**src/rtl/leg_solver_pkg.sv**
```systemverilog
// ---------------------------------------------------------------------------
// leg_solver_pkg
// Shared definitions for the leg solver: the FSM state encoding, the default
// operand width and the fixed start-to-done latency.
// ---------------------------------------------------------------------------
package leg_solver_pkg;

  // Default operand/result width; squares and their difference use 2*W bits.
  localparam int W_DEF = 8;

  // Edges from the accepting start edge to the edge that raises done.
  localparam int LAT = 2 * W_DEF + 2;

  // Controller states, in the order a computation walks through them.
  typedef enum logic [2:0] {
    IDLE,
    SQ,
    DIFF,
    ROOT,
    FIN
  } state_t;

endpackage

```
**src/rtl/leg_solver_seq_isqrt_iter.sv**
```systemverilog
// ---------------------------------------------------------------------------
// isqrt_iter
// Sequential restoring digit-by-digit integer square root. One root bit is
// produced per step, consuming two radicand bits from the MSB end.
//
// Ports:
//   clk       clock
//   rst_n     asynchronous active-low reset
//   load      captures radicand and clears root/remainder/step count
//   step      performs one iteration (ignored once done is set)
//   radicand  2W-bit value whose floor square root is wanted
//   root      W-bit partial/final root
//   done      set by the step that completes the W-th iteration
// ---------------------------------------------------------------------------
module isqrt_iter
  import leg_solver_pkg::*;
#(
  parameter int W = W_DEF
) (
  input  logic           clk,
  input  logic           rst_n,
  input  logic           load,
  input  logic           step,
  input  logic [2*W-1:0] radicand,
  output logic [W-1:0]   root,
  output logic           done
);

  localparam int CW = $clog2(W + 1);

  logic [2*W-1:0] rad;
  logic [W+1:0]   rem;
  logic [CW-1:0]  cnt;
  logic [W+1:0]   rem_sh;
  logic [W+1:0]   trial;

  // The remainder never exceeds 2*root, so shifting it left by two bits and
  // appending the next radicand pair still fits in W+2 bits.
  always_comb begin
    rem_sh = (rem << 2) | (W+2)'(rad[2*W-1 -: 2]);
    trial  = {root, 2'b01};
  end

  always_ff @(posedge clk or negedge rst_n) begin
    if (!rst_n) begin
      rad  <= '0;
      rem  <= '0;
      root <= '0;
      cnt  <= '0;
      done <= 1'b0;
    end else if (load) begin
      rad  <= radicand;
      rem  <= '0;
      root <= '0;
      cnt  <= '0;
      done <= 1'b0;
    end else if (step && !done) begin
      // Keep the trial subtraction only when the remainder stays non-negative.
      if (rem_sh >= trial) begin
        rem  <= rem_sh - trial;
        root <= {root[W-2:0], 1'b1};
      end else begin
        rem  <= rem_sh;
        root <= {root[W-2:0], 1'b0};
      end
      rad  <= rad << 2;
      cnt  <= cnt + 1'b1;
      done <= (cnt == CW'(W - 1));
    end
  end

endmodule

```
**src/rtl/leg_solver_seq.sv**
```systemverilog
// ---------------------------------------------------------------------------
// leg_solver_seq
// Multicycle inverse of the magnitude unit: y = floor(sqrt(r^2 - x^2)).
// W cycles of parallel shift-add squaring, one difference cycle, W cycles of
// restoring square root, one finish cycle. Latency is 2W+2 enabled edges.
//
// Ports:
//   clk, rst_n  clock and asynchronous active-low reset
//   ena         clock qualifier; when low all state and outputs hold
//   start       request, accepted in IDLE on an enabled edge
//   r_in, x_in  hypotenuse and known leg, latched on acceptance
//   busy        high while a computation is in flight
//   done        one enabled-cycle pulse when y_out/err update
//   y_out       result leg, held until the next done
//   err         set with done when x > r (y_out is then 0)
// ---------------------------------------------------------------------------
module leg_solver_seq
  import leg_solver_pkg::*;
#(
  parameter int W = W_DEF
) (
  input  logic         clk,
  input  logic         rst_n,
  input  logic         ena,
  input  logic         start,
  input  logic [W-1:0] r_in,
  input  logic [W-1:0] x_in,
  output logic         busy,
  output logic         done,
  output logic [W-1:0] y_out,
  output logic         err
);

  localparam int CW = (W > 1) ? $clog2(W) : 1;

  state_t         state;
  logic [W-1:0]   r_reg;
  logic [W-1:0]   x_reg;
  logic [2*W-1:0] r_sq;
  logic [2*W-1:0] x_sq;
  logic [CW-1:0]  bit_cnt;
  logic           err_int;

  logic [2*W-1:0] r_pp;
  logic [2*W-1:0] x_pp;
  logic [2*W-1:0] diff_next;
  logic           sqrt_load;
  logic           sqrt_step;
  logic [W-1:0]   sqrt_root;
  logic           sqrt_done;

  // Partial products for the current multiplier bit (LSB first), and the
  // clamped difference handed to the root unit in the DIFF cycle.
  always_comb begin
    r_pp      = r_reg[bit_cnt] ? ({{W{1'b0}}, r_reg} << bit_cnt) : '0;
    x_pp      = x_reg[bit_cnt] ? ({{W{1'b0}}, x_reg} << bit_cnt) : '0;
    diff_next = (x_reg > r_reg) ? '0 : (r_sq - x_sq);
    sqrt_load = ena && (state == DIFF);
    sqrt_step = ena && (state == ROOT);
  end

  isqrt_iter #(.W(W)) u_isqrt (
    .clk      (clk),
    .rst_n    (rst_n),
    .load     (sqrt_load),
    .step     (sqrt_step),
    .radicand (diff_next),
    .root     (sqrt_root),
    .done     (sqrt_done)
  );

  // Controller and squaring datapath. Everything advances only on enabled
  // edges, so a pending done pulse simply stretches while ena is low.
  always_ff @(posedge clk or negedge rst_n) begin
    if (!rst_n) begin
      state   <= IDLE;
      r_reg   <= '0;
      x_reg   <= '0;
      r_sq    <= '0;
      x_sq    <= '0;
      bit_cnt <= '0;
      err_int <= 1'b0;
      busy    <= 1'b0;
      done    <= 1'b0;
      y_out   <= '0;
      err     <= 1'b0;
    end else if (ena) begin
      done <= 1'b0;
      case (state)
        IDLE: begin
          if (start) begin
            r_reg   <= r_in;
            x_reg   <= x_in;
            r_sq    <= '0;
            x_sq    <= '0;
            bit_cnt <= '0;
            busy    <= 1'b1;
            state   <= SQ;
          end
        end
        SQ: begin
          r_sq <= r_sq + r_pp;
          x_sq <= x_sq + x_pp;
          if (bit_cnt == CW'(W - 1)) begin
            bit_cnt <= '0;
            state   <= DIFF;
          end else begin
            bit_cnt <= bit_cnt + 1'b1;
          end
        end
        DIFF: begin
          err_int <= (x_reg > r_reg);
          state   <= ROOT;
        end
        ROOT: begin
          if (bit_cnt == CW'(W - 1)) begin
            bit_cnt <= '0;
            state   <= FIN;
          end else begin
            bit_cnt <= bit_cnt + 1'b1;
          end
        end
        FIN: begin
          y_out <= sqrt_root;
          err   <= err_int;
          done  <= sqrt_done;
          busy  <= 1'b0;
          state <= IDLE;
        end
        default: state <= IDLE;
      endcase
    end
  end

endmodule

```
**config.mk**
```make
export PLATFORM = sky130hd
export DESIGN_NAME = leg_solver_seq
export DESIGN_NICKNAME = d
export VERILOG_FILES = /design/src/rtl/leg_solver_pkg.sv /design/src/rtl/leg_solver_seq_isqrt_iter.sv /design/src/rtl/leg_solver_seq.sv
export SDC_FILE = /design/constraint.sdc
export NUM_CORES = 1
export LEC_CHECK = 0
export CORE_MARGIN = 2
export CORE_UTILIZATION = 47
export DETAILED_ROUTE_END_ITERATION = 10
export REMOVE_ABC_BUFFERS = 1
export SLEW_MARGIN = 10
export SYNTH_ARGS = -nofsm -noshare
export SYNTH_HDL_FRONTEND = slang
export SYNTH_SLANG_ARGS = --single-unit
```
**constraint.sdc**
```tcl
create_clock -name clk -period 4.6 [get_ports clk]
set_clock_uncertainty 0.2 [all_clocks]
set_input_delay 0.69 -clock clk [delete_from_list [all_inputs] [get_ports clk]]
set_output_delay 0.69 -clock clk [all_outputs]
set_load 0.02 [all_outputs]
```
* Yosys cells after proc, flatten, opt, wreduce, memory -nomap -nowiden *
Index checks and enable logic that the tools add are counted.

word-level totals
  output and inout port bits = 11
  flip-flop bits (word level) = 103

operators by class
  equality and inequality tests = 9
  magnitude comparators = 3
  add/sub/neg operators = 6
  bitwise operators = 1
  reductions and logical operators = 17
  multiplexer cells = 32
  shifts and indexed selects = 2

operators by type and width
  operator             count
  $mux 16              6
  $pmux 16 s2          2
  $mux 8               5
  $add 16x16->16       2
  $shl 8x3->16         2
  $sub 16x16->16       1
  $mux 3               5
  $pmux 3 s4           1
  $reduce_and 3->1     4
  $ge 10x10->1         1
  $or 10x2->10         1
  $gt 8x8->1           1
  $mux 4               2
  $reduce_bool 2->1    4
  $sub 8x8->8          1
  $mux 1               7
  $bmux 1 s3           2
  $eq 3x2->1 const B   2
  $eq 3x3->1 const B   2
  $pmux 3 s2           1
  $add 4x1->4 const B  1
  $eq 4x3->1 const B   1
  $lt 3x4->1 const B   1
  $ne 2x2->1 const B   2
  10 further kinds     13

* Logic depth before layout (Yosys ltp) *
Gate-level depths: netlist of run 1.

  depth after elaboration = 5
  gate-level depth with buffers = 18

* Modules after synthesis *
A second synthesis of run 1 with hierarchy kept.

second synthesis, totals
  cells, all modules = 909
  area, all modules = 7905.1 um^2

by module, submodules not included
  module          seq. area each (um^2)  instances  area an instance (um^2)  cells an instance
  leg_solver_seq  1651.6                 1          5834.3                   688
  isqrt_iter      925.9                  1          2070.7                   221

* Worst setup path after synthesis of run 1 *
No wires, ideal clock.

  kind = reg-to-reg
  start = register bit_cnt[0]
  end = register x_sq[15]
  data required time = 4321 ps
  arrival = 3280 ps
  setup time = 79 ps
  cell stages (with the launch flop) = 15
  path slack = 1041 ps
  path buffers = 2
  cells stage by stage = dfrtp_1 > clkbuf_1 > mux4_2 > nand2_1 > and2_1 > clkbuf_1 > a211oi_1 > ha_1 > a2111oi_0 > o21a_1 > a21oi_1 > a41oi_1 > o21ai_0 > o211ai_1 > mux2i_1

on the way
  cells in the longest elaborated chain, start to end = 5

ends and longest elaborated chain
  element                       RTL line               source
  start, declared               leg_solver_seq.sv:41   logic [CW-1:0] bit_cnt;
  start signal, assigned        leg_solver_seq.sv:108  bit_cnt <= bit_cnt + 1'b1;
  start signal, assigned        leg_solver_seq.sv:120  bit_cnt <= bit_cnt + 1'b1;
  $bmux 1 s3                    leg_solver_seq.sv:56   x_pp = x_reg[bit_cnt] ? ({{W{1'b0}}, x_reg} << bit_cnt) : '0;
  $mux 1 (not written as such)  leg_solver_seq.sv:56
  $mux 16 *                     leg_solver_seq.sv:56
  $add 16x16->16 *              leg_solver_seq.sv:103  x_sq <= x_sq + x_pp;
  $pmux 16 s2 *                 leg_solver_seq.sv:89   case (state)
  end signal, assigned          leg_solver_seq.sv:103
  end, declared                 leg_solver_seq.sv:40   logic [2*W-1:0] x_sq;

Mark *: on every way between the ends. The rest lies on a longest branch, timed or not. The select of a mux whose other input is x is not followed.
A chain may end at the register's enable or synchronous reset.

* Worst setup path in the final report of run 1 *
  start = register bit_cnt[1]
  end = register x_sq[15]

The elaborated chain is that of the path after synthesis.

==> results.yml, run 1 <==
detailed_routing:
  wl_per_cell_um: 16.4
  detail_route.first_pass.iterations: 5
  drt_drc_violations_left: 0
  via_count: 6307
  viasPerCell: 5.72
  dr.first_iter.drc_count: 376
  detail-route-antenna-nets: 0
  total_routed_wirelength_um: 18000
worst_setup_path:
  path_cells: "buf_4 -> a211oi_1 -> a21oi_1 -> nor2_1 -> a211oi_1 -> ha_1 -> a2111oi_0 -> o21a_1 -> a21oi_1 -> a41oi_1 -> o21ai_0 -> o211ai_1 -> mux2i_1"
  critPathMaxStageDelay_ns: 0.92
  critPathCaptureType: "flop"
  worst-r2r-cell-count: 13
  rr_endpoint: "x_sq[15]$_DFFE_PN0P_"
  crit_required_ns: 4.68
  crit_path_start: "bit_cnt[1]$_DFFE_PN0P_"
  ff2ff_setup_slack_ns: 0.52
  crit_path_end: "x_sq[15]$_DFFE_PN0P_"
  critical_path.reg2reg.startpoint: "bit_cnt[1]$_DFFE_PN0P_"
  timing.critical_path.slowest_stage_cell: "sky130_fd_sc_hd__dfrtp_1"
  largest_delay_share_family_worst_path: "compound AO/OA/AOI/OAI gates"
  cp_num_buf_inv: 1
  criticalPathCategory: "flop to flop"
  setup.worst_path.start_class: "flop"
  path_depth: 13
  worstPathMaxFanout: 27
  worstPathArrival_ns: 4.16
global_routing:
  grt_start_max_net_pins: 79
  antenna_found_initial: 0
  global_route.overflow_total: 0
  grt_first_pass_wirelength_um: 30100
  grt_pass1_vias: 6094
  grtUsageTotal: 0.224
pwr:
  cellPowerDensity_mw_per_mm2: 693
  p_leak_nw: 3.82
  design_power_total_mw: 5.73
  irDropWorstVdd_v: 0.000246
logic_synthesis:
  synthesis.yosys.warnings: 0
  synth_enable_flop_cells: 0
  postSynthRegisterBits: 103
  avgSynthCellArea_um2: 8.60
  synth_ff_type: "sky130_fd_sc_hd__dfrtp_1"
  post_synthesis_cells: 866
  netlist_cell_types: 64
  register_area_share_after_synthesis: 0.346
  synth_area_mm2: 0.00745
  asyncSetResetFlopFracSynth: 1.00
finish:
  reg_top3: "r_sq x16, u_isqrt.rad x16, x_sq x16"
  antenna-diode-count: 0
  area_delta_synth_final_pct: 11.1
  share_of_layout_cells_above_drive_strength_1: 0.0688
  final_util: 0.528
  fin_nets: 970
timing:
  period_share: 0.886
  post-route-worst-setup-slack_ns: 0.524
  timing.final.setup_violations: 0
  rsz_0062_raised_after_global_routing: "no"
  fin_tns_setup_ns: 0
  worst-slew-pin-transition_ns: 1.05
  period_needed_ns: 4.08
  finalHoldViolCount: 0
  timing_max_transition_violations_final: 0
  timing.slew.headroom: 0.298
  fmax_ghz: 0.245
floorplanning:
  floorplan.die.width_um: 130
  io_pins: 31
  floorplan.die.height_um: 130
  dieArea_mm2: 0.0169
  row_count: 46
  design.core.area_mm2: 0.0157
  initial_core_util: 0.476
clock_network:
  ctsHoldBuffers: 0
  cts_root_buf: "sky130_fd_sc_hd__clkbuf_16"
  postCtsSetupRepairBufs: 0
  worstSkewPairLatency_ns: 0.37
  cts_resized: 0
  cts_sinks: 103
  clock_tree.htree_level_count: 3
  clock_path_buffers: 2
  clk_pin_slew_worst_paths_ns: 0.08
  numCtsBuffers: 9
  tritoncts: "built"
place:
  finalWeightedCongestion: 0.908
  detailed_place_hpwl_um: 13800
  pre_cts_slack_ns: 0.537
  port_buffers: 30
flow_run:
  cap_viol_max_count: 0
min_path:
  holdCritPathClass: "input pin to async pin"
run_status:
  run_status: "complete, no violations"
-- cell families (layout without fill, tap and decap cells) --
logic type,Yosys count,count (layout),synth area share
compound gates,249,249,0.211
simple gates,276,276,0.169
buf+inv,90,110,0.0467
fa+ha+maj,69,69,0.119
flops,103,103,0.346
mux,38,38,0.0602
xor+xnor,41,41,0.0482
-- stage by stage --
stage	cells	hold WS [ns]	cell area, um^2
6_report	1102	0.276	8270
3_3_place_gp	1086	0.267	7960
2_1_floorplan	827	0.194	7290
4_1_cts	1102	0.295	8270
3_5_place_dp	1086	0.275	7960
5_1_grt	1102	0.301	8270
-- placed cells by master, fill, tap and decap left out, types with 4 or more instances in the layout --
cell / instances
sky130_fd_sc_hd__a21o_1: 12
sky130_fd_sc_hd__buf_4: 14
sky130_fd_sc_hd__nand3_1: 29
sky130_fd_sc_hd__clkbuf_16: 9
sky130_fd_sc_hd__nor2b_1: 8
sky130_fd_sc_hd__nor2_1: 61
sky130_fd_sc_hd__dfrtp_1: 103
sky130_fd_sc_hd__o22ai_1: 7
sky130_fd_sc_hd__mux2_2: 14
sky130_fd_sc_hd__a22o_1: 4
sky130_fd_sc_hd__inv_6: 5
sky130_fd_sc_hd__and3_1: 9
sky130_fd_sc_hd__xor2_1: 21
sky130_fd_sc_hd__nand4_1: 5
sky130_fd_sc_hd__nand2b_1: 10
sky130_fd_sc_hd__clkdlybuf4s50_1: 29
sky130_fd_sc_hd__inv_1: 50
sky130_fd_sc_hd__a31oi_1: 12
sky130_fd_sc_hd__nor3_1: 4
sky130_fd_sc_hd__o21ai_0: 90
sky130_fd_sc_hd__a211oi_1: 15
sky130_fd_sc_hd__mux4_2: 4
sky130_fd_sc_hd__nand2_1: 125
sky130_fd_sc_hd__o211ai_1: 8
sky130_fd_sc_hd__and2_1: 7
sky130_fd_sc_hd__mux2i_1: 20
sky130_fd_sc_hd__o31ai_1: 4
sky130_fd_sc_hd__a21oi_1: 47
sky130_fd_sc_hd__xnor2_1: 20
sky130_fd_sc_hd__o21a_1: 7
sky130_fd_sc_hd__ha_1: 66
sky130_fd_sc_hd__o21bai_1: 9
sky130_fd_sc_hd__a22oi_1: 6
-- synthesized netlist by cell type (2+ instances only) --
cell	n	area, um^2
sky130_fd_sc_hd__and4_1	2	17.5
sky130_fd_sc_hd__a32o_1	3	30.0
sky130_fd_sc_hd__nor2_1	62	233
sky130_fd_sc_hd__clkbuf_1	33	124
sky130_fd_sc_hd__o21ai_0	90	450
sky130_fd_sc_hd__o21a_1	7	52.6
sky130_fd_sc_hd__nor3_1	5	25.0
sky130_fd_sc_hd__o31ai_1	4	30.0
sky130_fd_sc_hd__a22o_1	4	35.0
sky130_fd_sc_hd__dfrtp_1	103	2580
sky130_fd_sc_hd__o211ai_1	8	60.1
sky130_fd_sc_hd__fa_1	3	60.1
sky130_fd_sc_hd__mux2i_1	20	200
sky130_fd_sc_hd__buf_2	5	25.0
sky130_fd_sc_hd__a22oi_1	6	45.0
sky130_fd_sc_hd__mux4_2	4	90.1
sky130_fd_sc_hd__a21oi_1	47	235
sky130_fd_sc_hd__and2_1	7	43.8
sky130_fd_sc_hd__nor2b_1	8	50.1
sky130_fd_sc_hd__nand2b_1	10	62.6
sky130_fd_sc_hd__o22ai_1	7	43.8
sky130_fd_sc_hd__a21boi_0	3	22.5
sky130_fd_sc_hd__ha_1	66	826
sky130_fd_sc_hd__a41oi_1	3	26.3
sky130_fd_sc_hd__mux2_2	14	158
sky130_fd_sc_hd__or4_1	3	22.5
sky130_fd_sc_hd__xor2_1	21	184
sky130_fd_sc_hd__nand3_1	29	145
sky130_fd_sc_hd__a211oi_1	15	113
sky130_fd_sc_hd__xnor2_1	20	175
sky130_fd_sc_hd__nand2_1	125	469
sky130_fd_sc_hd__o31a_1	2	17.5
sky130_fd_sc_hd__a31oi_1	12	75.1
sky130_fd_sc_hd__o21bai_1	9	67.6
sky130_fd_sc_hd__a2111oi_0	3	26.3
sky130_fd_sc_hd__a21o_1	12	90.1
sky130_fd_sc_hd__a31o_2	3	26.3
sky130_fd_sc_hd__nand4_1	5	31.3
sky130_fd_sc_hd__and3_1	9	56.3
sky130_fd_sc_hd__inv_1	50	188
-- per-layer routing --
layer,global-route usage,up-vias,share of wire,wire length (um)
met2,0.389,127,0.49,8880
met3,0.0410,20,0.036,647
met1,0.291,3046,0.46,8250
li1,-,3114,-,-
met5,0,-,0,0
met4,0.0550,0,0.014,257
-- worst register-to-register path, stage by stage, from the launching register on --
cell,delay [ns]
sky130_fd_sc_hd__dfrtp_1,0.92
sky130_fd_sc_hd__buf_4,0.32
sky130_fd_sc_hd__a211oi_1,0.09
sky130_fd_sc_hd__a21oi_1,0.20
sky130_fd_sc_hd__nor2_1,0.06
sky130_fd_sc_hd__a211oi_1,0.25
sky130_fd_sc_hd__ha_1,0.33
sky130_fd_sc_hd__a2111oi_0,0.43
sky130_fd_sc_hd__o21a_1,0.19
sky130_fd_sc_hd__a21oi_1,0.09
sky130_fd_sc_hd__a41oi_1,0.43
sky130_fd_sc_hd__o21ai_0,0.16
sky130_fd_sc_hd__o211ai_1,0.12
sky130_fd_sc_hd__mux2i_1,0.21
-- power breakdown --
part	total, mW	internal, mW	switching [mW]
combinational	3.41	1.46	1.95
clock	0.817	0.436	0.380
sequential	1.51	1.18	0.322
total	5.73	3.09	2.65
-- cell type report --
cell class	count	area [um^2]
multi-input combinational	673	4530
fill	1507	7380
clock buffer	9	225
clock inverter	7	85.1
tap	216	270
timing repair buffer	43	395
inverter	51	191
sequential	103	2580
-- worst min path at each step --
| stage | startpoint | slack, ns | to |
|---|---|---|---|
| 4_1_cts | u_isqrt.rad[0]$_DFFE_PN0P_ | 0.29 | u_isqrt.rad[0]$_DFFE_PN0P_ |
| 5_1_grt | u_isqrt.rad[0]$_DFFE_PN0P_ | 0.30 | u_isqrt.rad[0]$_DFFE_PN0P_ |
| 3_3_place_gp | u_isqrt.rad[0]$_DFFE_PN0P_ | 0.27 | u_isqrt.rad[0]$_DFFE_PN0P_ |
| 6_report | rst_n | 0.28 | u_isqrt.rem[6]$_DFFE_PN0P_ |
| 2_1_floorplan | rst_n | 0.19 | bit_cnt[0]$_DFFE_PN0P_ |
| 3_5_place_dp | u_isqrt.rad[0]$_DFFE_PN0P_ | 0.28 | u_isqrt.rad[0]$_DFFE_PN0P_ |
Note: power is estimated with default switching activity, not from simulation.
==> inputs of run 2 (changes only) <==
Settings changed: CELL_PAD_IN_SITES_DETAIL_PLACEMENT set to 1, CELL_PAD_IN_SITES_GLOBAL_PLACEMENT set to 1, PLACE_DENSITY_LB_ADDON set to 0.1.
==> run 2 against run 1 <==
Against the previous run: fmax down 1.3%; first-iteration DRC count down 33%; final cell count about the same; total power up 2.7%; largest cell class unchanged.
==> results.yml, run 2 (synthesized netlist as in run 1, its figures left out) <==
finish:
  share_of_layout_cells_above_drive_strength_1: 0.0667
  area_delta_synth_final_pct: 10.9
  fin_nets: 969
  final_cell_mix: "sky130_fd_sc_hd__nand2_1, sky130_fd_sc_hd__dfrtp_1, sky130_fd_sc_hd__o21ai_0, sky130_fd_sc_hd__ha_1, sky130_fd_sc_hd__nor2_1"
  final_util: 0.528
  layout.cells.most_common: "sky130_fd_sc_hd__nand2_1"
  reg_top3: "r_sq x16, u_isqrt.rad x16, x_sq x16"
  antenna-diode-count: 0
  post-route-cell-area_mm2: 0.00826
clock_network:
  numCtsBuffers: 9
  postCtsSetupRepairBufs: 0
  clock_tree.htree_level_count: 3
  clock_path_buffers: 2
  ctsHoldBuffers: 0
  clk_pin_slew_worst_paths_ns: 0.08
  tritoncts: "built"
  worstSkewPairLatency_ns: 0.36
  cts_resized: 0
  cts_sinks: 103
  cts_root_buf: "sky130_fd_sc_hd__clkbuf_16"
global_routing:
  grt_start_max_net_pins: 74
  antenna_found_initial: 0
  grt_first_pass_wirelength_um: 34900
  grt_pass1_vias: 6815
  global_route.overflow_total: 0
  grtUsageTotal: 0.263
pwr:
  cellPowerDensity_mw_per_mm2: 713
  comb_power_share: 0.601
  total_switching_power_mw: 2.80
  p_leak_nw: 3.80
  pint_mw: 3.09
  irDropWorstVdd_v: 0.000245
  sequentialPowerShare: 0.262
  fraction_of_power_consumed_by_the_clock_network: 0.137
  swShare: 0.476
floorplanning:
  design.core.area_mm2: 0.0157
  io_pins: 31
  initial_core_util: 0.476
  floorplan.die.height_um: 130
  floorplan.die.width_um: 130
  dieArea_mm2: 0.0169
  row_count: 46
detailed_routing:
  total_routed_wirelength_um: 21000
  dr.first_iter.drc_count: 251
  route.layer.met1.wl_um: 9500
  drt_drc_violations_left: 0
  detail_route.first_pass.iterations: 4
  maxUsedRoutingLayer: "met4"
  routed-wl-met2_um: 10700
  via_count: 6432
  met3_wirelength_um: 408
  detail-route-antenna-nets: 0
  viasPerCell: 5.84
  wl_per_cell_um: 19.1
run_status:
  run_status: "complete, no violations"
place:
  port_buffers: 30
  finalWeightedCongestion: 0.919
  placed_cell_area_mm2: 0.00796
  detailed_place_hpwl_um: 16200
timing:
  rsz_0062_raised_after_global_routing: "no"
  fmax_ghz: 0.242
  timing.slew.headroom: 0.373
  period_needed_ns: 4.13
  period_share: 0.898
  hold-worst-slack_ns: 0.270
  fin_tns_setup_ns: 0
  timing_max_transition_violations_final: 0
  worst-slew-pin-transition_ns: 0.941
  timing.final.setup_violations: 0
  finalHoldViolCount: 0
min_path:
  holdCritPathClass: "input pin to async pin"
worst_setup_path:
  worstPathArrival_ns: 4.17
  crit_required_ns: 4.64
  worstPathMaxFanout: 25
  critPathCaptureType: "flop"
  criticalPathCategory: "flop to flop"
  setup.worst_path.start_class: "flop"
flow_run:
  cap_viol_max_count: 0
run 2: changes by cell type in the layout (fill, tap and decap cells not counted), sizes merged:
cell | before | now
clkinv | 1 | 2
inv | 56 | 53
clkinvlp | 0 | 1
buf | 14 | 13
clkbuf | 9 | 10
run 2: layout make-up:
class | count | area (um^2)
clock buffers | 10 | 229
clock inverters | 6 | 75.1
fillers | 1863 | 7400
inverters | 51 | 191
multi-input cells | 673 | 4530
flip-flops and latches | 103 | 2580
well taps | 216 | 270
repair buffers | 42 | 388
run 2: path summary, 6_finish.rpt:
| path | start | to | slack [ns] | cells after the start |
|---|---|---|---|---|
| min reg2reg | err_int$_DFFE_PN0P_ | err_int$_DFFE_PN0P_ | 0.28 | 2 |
| min in group clk | err_int$_DFFE_PN0P_ | err_int$_DFFE_PN0P_ | 0.28 | 2 |
| min | rst_n | y_out[5]$_DFFE_PN0P_ | 0.27 | 1 |
| max in group asynchronous | rst_n | x_sq[2]$_DFFE_PN0P_ | 2.94 | 2 |
| max | bit_cnt[1]$_DFFE_PN0P_ | x_sq[12]$_DFFE_PN0P_ | 0.47 | 13 |
| max reg2reg | bit_cnt[1]$_DFFE_PN0P_ | x_sq[12]$_DFFE_PN0P_ | 0.47 | 13 |
run 2: metal layers:
metal,vias up,global-route usage
met5,-,0
met4,0,0.0835
met3,36,0.0308
met2,93,0.477
met1,3195,0.327
li1,3108,-
run 2: critical path, cell delays in order (launching register included):
cell and delay, ns:
sky130_fd_sc_hd__dfrtp_1 0.88, sky130_fd_sc_hd__mux2_2 0.44, sky130_fd_sc_hd__o21ai_0 0.31, sky130_fd_sc_hd__nor2_1 0.09
sky130_fd_sc_hd__a31oi_1 0.15, sky130_fd_sc_hd__nor2_1 0.06, sky130_fd_sc_hd__ha_1 0.35, sky130_fd_sc_hd__o21ai_0 0.10
sky130_fd_sc_hd__a21oi_1 0.10, sky130_fd_sc_hd__or4_1 0.53, sky130_fd_sc_hd__a31oi_1 0.35, sky130_fd_sc_hd__o21ai_0 0.19
sky130_fd_sc_hd__xnor2_1 0.17, sky130_fd_sc_hd__o21ai_0 0.09
run 2: power by group through the flow:
stage / combinational, mW / clock (mW) / sequential, mW
after floorplan: 2.60 / 0 / 1.47
after detailed placement: 3.49 / 0 / 1.56
after CTS: 3.53 / 0.825 / 1.54
final: 3.54 / 0.805 / 1.55
after global placement: 3.35 / 0 / 1.54
after global routing: 3.95 / 0.862 / 1.59
run 2: through the flow:
stage	cells	power [mW]	setup WS, ns
finish	1101	5.89	0.469
global route	1101	6.40	0.220
CTS	1101	5.90	0.519
detailed placement	1085	5.05	0.519
global placement	1085	4.89	0.690
floorplan	827	4.07	0.629
